$ cat config.mk
export PLATFORM = sky130hd
export DESIGN_NAME = delay_scheduler
export DESIGN_NICKNAME = d
export VERILOG_FILES = /design/src/rtl/delay_scheduler.sv
export SDC_FILE = /design/constraint.sdc
export NUM_CORES = 1
export LEC_CHECK = 0
export CORE_MARGIN = 1.5
export CORE_UTILIZATION = 30
export CTS_BUF_LIST = sky130_fd_sc_hd__clkbuf_16
export DETAILED_ROUTE_END_ITERATION = 8
export PLACE_DENSITY = 0.59
export SYNTH_ARGS = -nofsm -noshare
export SYNTH_HDL_FRONTEND = slang
export SYNTH_SLANG_ARGS = --single-unit
$ cat constraint.sdc
create_clock -name clk -period 3.4 [get_ports clk]
set_input_delay 0.68 -clock clk [delete_from_list [all_inputs] [get_ports clk]]
set_output_delay 0.68 -clock clk [all_outputs]
set_load 0.005 [all_outputs]
$ cat src/rtl/delay_scheduler.sv
// Delayed-response scheduler: each accepted request responds exactly D cycles later.
// A slot wheel reserves completion cycles so at most one response lands per cycle.
module delay_scheduler #(
  parameter int MAX_DELAY       = 8,
  parameter int MAX_OUTSTANDING = 4,
  parameter int TAG_W           = 4,
  parameter int DLY_W           = $clog2(MAX_DELAY + 1)
) (
  input  logic                                 clk,
  input  logic                                 rst_n,
  input  logic                                 cfg_multi,
  input  logic [DLY_W-1:0]                     cfg_delay,
  input  logic                                 req_valid,
  input  logic [TAG_W-1:0]                     req_tag,
  output logic                                 req_ready,
  output logic                                 rsp_valid,
  output logic [TAG_W-1:0]                     rsp_tag,
  output logic [$clog2(MAX_OUTSTANDING+1)-1:0] outstanding,
  output logic [7:0]                           stall_cnt
);

  localparam int OUT_W = $clog2(MAX_OUTSTANDING + 1);

  // slot j holds the request whose response registers at the (j+1)-th upcoming edge
  logic             slot_valid_r [MAX_DELAY];
  logic [TAG_W-1:0] slot_tag_r   [MAX_DELAY];

  logic [DLY_W-1:0] d_eff_s;
  logic             fire_s;
  logic             slot_free_s;
  logic             accept_s;

  // Clamp the requested delay into 1..MAX_DELAY
  always_comb begin
    d_eff_s = cfg_delay;
    if (cfg_delay == {DLY_W{1'b0}}) begin
      d_eff_s = DLY_W'(1);
    end else if (cfg_delay > DLY_W'(MAX_DELAY)) begin
      d_eff_s = DLY_W'(MAX_DELAY);
    end else begin
      d_eff_s = cfg_delay;
    end
  end

  // Completion cycle k+D is free when nothing sits one slot beyond D-1 before the shift
  always_comb begin
    slot_free_s = 1'b1;
    for (int j = 1; j < MAX_DELAY; j++) begin
      if (d_eff_s == DLY_W'(j)) begin
        slot_free_s = !slot_valid_r[j];
      end else begin
        slot_free_s = slot_free_s;
      end
    end
  end

  assign fire_s = slot_valid_r[0];

  // Acceptance decision, independent of req_valid
  always_comb begin
    req_ready = 1'b0;
    if (!rst_n) begin
      req_ready = 1'b0;
    end else if (!cfg_multi) begin
      req_ready = (outstanding == OUT_W'(0)) ||
                  ((outstanding == OUT_W'(1)) && fire_s);
    end else begin
      req_ready = ((outstanding < OUT_W'(MAX_OUTSTANDING)) || fire_s) && slot_free_s;
    end
  end

  assign accept_s = req_valid && req_ready;

  // Wheel advance, response register, in-flight and stall counters
  always_ff @(posedge clk) begin
    if (!rst_n) begin
      for (int j = 0; j < MAX_DELAY; j++) begin
        slot_valid_r[j] <= 1'b0;
        slot_tag_r[j]   <= {TAG_W{1'b0}};
      end
      rsp_valid   <= 1'b0;
      rsp_tag     <= {TAG_W{1'b0}};
      outstanding <= {OUT_W{1'b0}};
      stall_cnt   <= 8'd0;
    end else begin
      rsp_valid <= slot_valid_r[0];
      rsp_tag   <= slot_valid_r[0] ? slot_tag_r[0] : {TAG_W{1'b0}};
      for (int j = 0; j < MAX_DELAY - 1; j++) begin
        slot_valid_r[j] <= slot_valid_r[j+1];
        slot_tag_r[j]   <= slot_tag_r[j+1];
      end
      slot_valid_r[MAX_DELAY-1] <= 1'b0;
      slot_tag_r[MAX_DELAY-1]   <= {TAG_W{1'b0}};
      // a new reservation overrides the shifted-in value of its slot
      if (accept_s) begin
        for (int j = 0; j < MAX_DELAY; j++) begin
          if (d_eff_s == DLY_W'(j + 1)) begin
            slot_valid_r[j] <= 1'b1;
            slot_tag_r[j]   <= req_tag;
          end
        end
      end
      case ({accept_s, fire_s})
        2'b10:   outstanding <= outstanding + OUT_W'(1);
        2'b01:   outstanding <= outstanding - OUT_W'(1);
        default: outstanding <= outstanding;
      endcase
      if (req_valid && !req_ready && (stall_cnt != 8'd255)) begin
        stall_cnt <= stall_cnt + 8'd1;
      end else begin
        stall_cnt <= stall_cnt;
      end
    end
  end

endmodule

# [Word level (Yosys, flattened, before mapping)]
# Memory sizes are Yosys's and may differ from the RTL's. A register that Yosys moved wholly into a read port is not among the register bits.
# Index checks and enable logic that the tools add are counted.
[totals] regBits=12 mem_bits_rw=40 inputBits=12 output_inout_bits=17 elab_cells=152 mem_count=2
[memory_table] name="slot_tag_r" depth=8 word_bits=4 rd=8 rd_ports_with_merged_regs=1 wr=8 line="26" text="logic [TAG_W-1:0] slot_tag_r [MAX_DELAY];"
[memory_table] name="slot_valid_r" depth=8 word_bits=1 rd=8 rd_ports_with_merged_regs=0 wr=8 line="25" text="logic slot_valid_r [MAX_DELAY];"
[classes] addsub=3 n_lt_le_gt_ge=2 n_eq_ne=12 mux=78 n_bitwise=32 n_reduce_logical=20
[op_table] op="4-bit 2-to-1 mux" count=18
[op_table] op="1-bit 2-to-1 mux" count=59
[op_table] op="1-bit bitwise OR" count=32
[op_table] op="4-bit by 3-bit == test with 1-bit output (second input constant)" count=4
[op_table] op="1-bit logical NOT" count=9
[op_table] op="8-bit by 1-bit adder with 8-bit output (second input constant)" count=1
[op_table] op="4-bit by 2-bit == test with 1-bit output (second input constant)" count=2
[op_table] op="8-bit != test (second input constant)" count=1
[op_table] op="3-bit case mux with 2 select lines" count=1
[op_table] op="1-bit logical AND" count=5
[op_table] op="4-bit by 1-bit == test with 1-bit output (second input constant)" count=1
[op_table] op="4-bit == test (second input constant)" count=1
[op_table] op="4-bit greater-than comparator (second input constant)" count=1
[op_table] op="4-bit logical NOT" count=1
[op_table] op="3-bit by 1-bit adder with 3-bit output (second input constant)" count=1
[op_table] op="3-bit by 1-bit == test with 1-bit output (second input constant)" count=1
[op_table] op="3-bit logical NOT" count=1
[op_table] op="3-bit < comparator (second input constant)" count=1
[op_table] op="3-bit by 1-bit subtractor with 3-bit output (second input constant)" count=1
[op_table] op="2-bit by 1-bit == test with 1-bit output (second input constant)" count=1
[op_table] op="2-bit == test (second input constant)" count=1
[op_table] op="1-bit logical OR" count=2
[op_table] op="2-bit AND reduction" count=1
[op_table] op="2-bit nonzero test" count=1

# [Depth between registers and ports, before layout]
[logic_depth] ltp_word=19 depth_mapped=11 depth_no_buf=11

# [Worst setup path before layout]
# OpenSTA, ideal clock, no wires.
[synth_path] kind="input port to flip-flop" from="input cfg_delay[0]" to="register outstanding[2]" setup_time_ps=70 arrival_time_ps=2572 required_time_ps=3330 setup_slack_ps=758 cell_stages=10 n_path_buf=1 cell_sequence="buf_6 > or3b_1 > o2111a_2 > o21ai_2 > a31oi_4 > nor2_1 > inv_1 > ha_1 > or3_1 > a21oi_1"
[synth_via] elab_chain_len=17 word_cells_on_any_way=26 cone_classes="order compare (1); eq/ne (9); mux (12); reduce/logical (4)"
[synth_lines] item="start, declared" line="12" text="input logic [DLY_W-1:0] cfg_delay,"
[synth_lines] item="4-bit greater-than comparator" line="38" text="end else if (cfg_delay > DLY_W'(MAX_DELAY)) begin"
[synth_lines] item="4-bit 2-to-1 mux" line="38"
[synth_lines] item="4-bit 2-to-1 mux (*)" line="36" text="if (cfg_delay == {DLY_W{1'b0}}) begin"
[synth_lines] item="4-bit by 1-bit == test with 1-bit output" line="49" text="if (d_eff_s == DLY_W'(j)) begin"
[synth_lines] item="1-bit 2-to-1 mux (6 in series)" line="49"
[synth_lines] item="1-bit 2-to-1 mux (*)" line="49"
[synth_lines] item="1-bit logical AND (*)" line="68" text="req_ready = ((outstanding < OUT_W'(MAX_OUTSTANDING)) || fire_s) && slot_free_s;"
[synth_lines] item="1-bit 2-to-1 mux (*)" line="64" text="end else if (!cfg_multi) begin"
[synth_lines] item="1-bit 2-to-1 mux (*)" line="62" text="if (!rst_n) begin"
[synth_lines] item="1-bit logical AND (*)" line="72" text="assign accept_s = req_valid && req_ready;"
[synth_lines] item="2-bit by 1-bit == test with 1-bit output or 2-bit == test (tied branches)" line="103" text="case ({accept_s, fire_s})"
[synth_lines] item="3-bit case mux with 2 select lines or 2-bit nonzero test (tied branches)"
[synth_lines] item="end signal, assigned" line="104" text="2'b10: outstanding <= outstanding + OUT_W'(1);"
[synth_lines] item="end signal, assigned" line="105" text="2'b01: outstanding <= outstanding - OUT_W'(1);"
[synth_lines] item="end signal, assigned" line="106" text="default: outstanding <= outstanding;"
[synth_lines] item="end, declared" line="18" text="output logic [$clog2(MAX_OUTSTANDING+1)-1:0] outstanding,"
# Every way passes the cells marked *; elsewhere a longest branch is shown, timed or not.
# A chain may end at the register's enable or synchronous reset.

# [Worst setup path after layout]
[layout_path] from="input cfg_delay[0]" to="output req_ready"
[layout_via] elab_chain_len=14 word_cells_on_any_way=21 cone_classes="order compare (1); eq/ne (7); mux (11); reduce/logical (2)"
[layout_lines] item="4-bit greater-than comparator" line="38"
[layout_lines] item="4-bit 2-to-1 mux" line="38"
[layout_lines] item="4-bit 2-to-1 mux (*)" line="36"
[layout_lines] item="4-bit by 1-bit == test with 1-bit output" line="49"
[layout_lines] item="1-bit 2-to-1 mux (6 in series)" line="49"
[layout_lines] item="1-bit 2-to-1 mux (*)" line="49"
[layout_lines] item="1-bit logical AND (*)" line="68"
[layout_lines] item="1-bit 2-to-1 mux (*)" line="64"
[layout_lines] item="1-bit 2-to-1 mux (*)" line="62"
[layout_lines] item="end, declared" line="15" text="output logic req_ready,"
# Marked as above.

==> results.sh <==
export IMPL_maxCapViolCount=0
export IMPL_coreArea_um2=8760
export IMPL_grt_overflow=0
export IMPL_synth_cell_type_count=51
export IMPL_fillers=889
export IMPL_multi_input_area_um2=1300
export IMPL_p_per_area_nw_per_um2=458
export IMPL_power_leakage_nw=1.41
export IMPL_antenna_cells=0
export IMPL_tns_ns=0
export IMPL_path_buf_inv=3
export IMPL_grt_max_degree=51
export IMPL_viasPerCell=4.55
export IMPL_cp_max_fo=4
export IMPL_dp_cells=403
export IMPL_slowest_delay_ns=0.51
export IMPL_ys_seq_elements=56
export IMPL_hold_viol=0
export IMPL_syn_inst=241
export IMPL_rsz0062_at_grt="no"
export IMPL_yosys_warnings=0
export IMPL_cts_tree="built"
export IMPL_fmax_mhz=306
export IMPL_cp_end_kind="primary output"
export IMPL_finalSetupViolCount=0
export IMPL_cts_buffer_depth=2
export IMPL_cts_sinks=56
export IMPL_fin_crit_sh_pct=96.0
export IMPL_gp_congestion=0.819
export IMPL_critPathArrivalTime_ns=2.58
export IMPL_route_detailed_drc=0
export IMPL_die_area_um2=9670
export IMPL_slew_violations=0
export IMPL_cp_required_ns=2.72
export IMPL_cts_buffers=5
export IMPL_start_util_pct=31.1
export IMPL_fp_dieH_um=98.3
export IMPL_post_cts_setup_buffer_count=0
export IMPL_hold_class="reg2reg"
export IMPL_grt_pass1_wl_um=8420
export IMPL_synth_enable_flop_cells=29
export IMPL_port_buffer_count=28
export IMPL_clkLatencyLatePin_ns=0.29
export IMPL_ys_seq_area_share_pct=51.8
export IMPL_period_needed_ns=3.26
export IMPL_crit_slowest_cell="clkdlybuf4s50_1"
export IMPL_cts_htree_levels=2
export IMPL_area_delta_synth_final_pct=24.1
export IMPL_vias=1868
export IMPL_regArea_um2=1410
export IMPL_layout_nets=320
export IMPL_syn_avg_cell_area_um2=11.3
export IMPL_wl_per_cell_um=12.0
export IMPL_ir_drop_mv=0.203
export IMPL_synthArstFlopShare_pct=0
export IMPL_layout_commonest_cell="nand2_1"
export IMPL_worstSetupPathType="in2out"
export IMPL_grt_pass1_vias=1704
export IMPL_synth_ff_type="edfxtp_1"
export IMPL_synth_area_um2=2730
export IMPL_wl_um=4950
export IMPL_critPathTopFamily="buffers and inverters"
export IMPL_skew_ns=0.00923
export IMPL_whs_ns=0.447
export IMPL_dp_hpwl_um=3710
export IMPL_cts_resized=0
export IMPL_io_pins=29
export IMPL_status="completed"
export IMPL_crit_top_cell="clkdlybuf4s50_1"
export IMPL_groute_usage_overall_pct=10.9
export IMPL_die_x_um=98.3
export IMPL_path_clk_slew_ns=0.06
export IMPL_clock_root_buffer="clkbuf_16"
export IMPL_layout_drive_gt1_share_pct=10.2
export IMPL_final_cell_mix="43 x nand2_1, 33 x mux2i_1, 29 x edfxtp_1, 29 x conb_1"
export IMPL_cp_cell_sequence="clkdlybuf4s50_1, and4bb_2, a221oi_4, a31oi_4, inv_6, clkdlybuf4s50_1"
export IMPL_cp_start_kind="input port"
export IMPL_antenna_found_initial=0
export IMPL_drtAntennaViolNets=0
export IMPL_fp_row_count=34
export IMPL_drtPass1Iterations=4
export IMPL_postCtsHoldBufs=0
export IMPL_drtIter0Drc=74
export IMPL_fin_cells=411
-- final timing paths --
kind / startpoint / end / slack [ns] / depth (start not counted)
max reg2reg: slot_valid_r[0][2] / outstanding[2] / 0.98 / 11
min reg2reg: slot_valid_r[1][1] / slot_valid_r[1][0] / 0.45 / 2
max: cfg_delay[0] / req_ready / 0.14 / 6
min: slot_valid_r[1][1] / slot_valid_r[1][0] / 0.45 / 2
-- per-stage QoR --
| step | util [%] | total power, mW | instance area (um2) | setup slack [ns] |
|---|---|---|---|---|
| after global routing | 38.6 | 1.62 | 3380 | 0.0606 |
| after global placement | 37.0 | 1.07 | 3240 | 0.0974 |
| after floorplan | - | 0.962 | 2830 | 0.758 |
| final | 38.6 | 1.55 | 3380 | 0.135 |
| after detailed placement | 37.0 | 1.07 | 3240 | 0.0472 |
| after CTS | 38.6 | 1.57 | 3380 | 0.0474 |
-- final cells by class --
cell class	instances	share of cell area [%]
clock inverter	3	0.407
sequential	56	41.7
clock buffer	5	3.70
inverter	11	1.37
multi-input combinational	191	38.5
tap	108	3.99
timing repair buffer	37	10.4
-- routing by layer --
layer	global-route usage [%]	vias to the layer above	routed length, um
met1	15.5	880	2420
met3	2.58	5	243
met2	16.3	37	2230
met4	3.90	0	60
met5	0	-	0
li1	-	946	-
-- flip-flops by register name (all words and copies together) (netlist names) --
register,cells
slot_valid_r,8
rsp_valid,1
outstanding,3
slot_tag_r,32
rsp_tag,4
stall_cnt,8
-- synth_stat cells (2+ instances only) --
| cell type | n | area, um2 |
|---|---|---|
| nor2_1 | 7 | 26.3 |
| a211oi_1 | 2 | 15.0 |
| xnor2_1 | 2 | 17.5 |
| dfxtp_1 | 27 | 541 |
| and4b_1 | 2 | 20.0 |
| nand2b_1 | 4 | 25.0 |
| o21ai_2 | 2 | 17.5 |
| inv_1 | 10 | 37.5 |
| xor2_1 | 2 | 17.5 |
| a21o_1 | 2 | 15.0 |
| nand4_1 | 2 | 12.5 |
| ha_1 | 6 | 75.1 |
| a21oi_1 | 3 | 15.0 |
| buf_6 | 3 | 33.8 |
| nor2_2 | 3 | 18.8 |
| and4_1 | 3 | 26.3 |
| and3_1 | 8 | 50.1 |
| nor2b_1 | 3 | 18.8 |
| buf_4 | 2 | 15.0 |
| nand3_1 | 2 | 10.0 |
| clkbuf_1 | 6 | 22.5 |
| and2_1 | 5 | 31.3 |
| o21a_1 | 4 | 30.0 |
| nor3_1 | 2 | 10.0 |
| edfxtp_1 | 29 | 871 |
| mux2i_1 | 33 | 330 |
| nand2_1 | 43 | 161 |
-- kinds of logic (layout without fill, tap and decap cells) --
logic type / after synthesis / after routing / share of synthesized area, %
and+or+nand+nor: 94 / 94 / 19.5
DFF: 56 / 56 / 51.8
muxes: 33 / 33 / 12.1
AOI/OAI and AO/OA: 25 / 25 / 8.12
buffers and inverters: 22 / 56 / 4.31
adders and majority gates: 6 / 6 / 2.75
xor gates and xnor gates: 4 / 4 / 1.29
other: 1 / 29 / 0.138
-- worst min-delay path: stages, from the launching register on --
cell	delay [ns]
dfxtp_1	0.31
nand2_1	0.05
nand2_1	0.04
-- report_power, final --
group          leakage, nW  switching, mW  internal [mW]
Clock               0.0710          0.221          0.268
Sequential           0.518         0.0274          0.758
Combinational        0.818          0.144          0.131
Power figures use the tool's default switching activity.
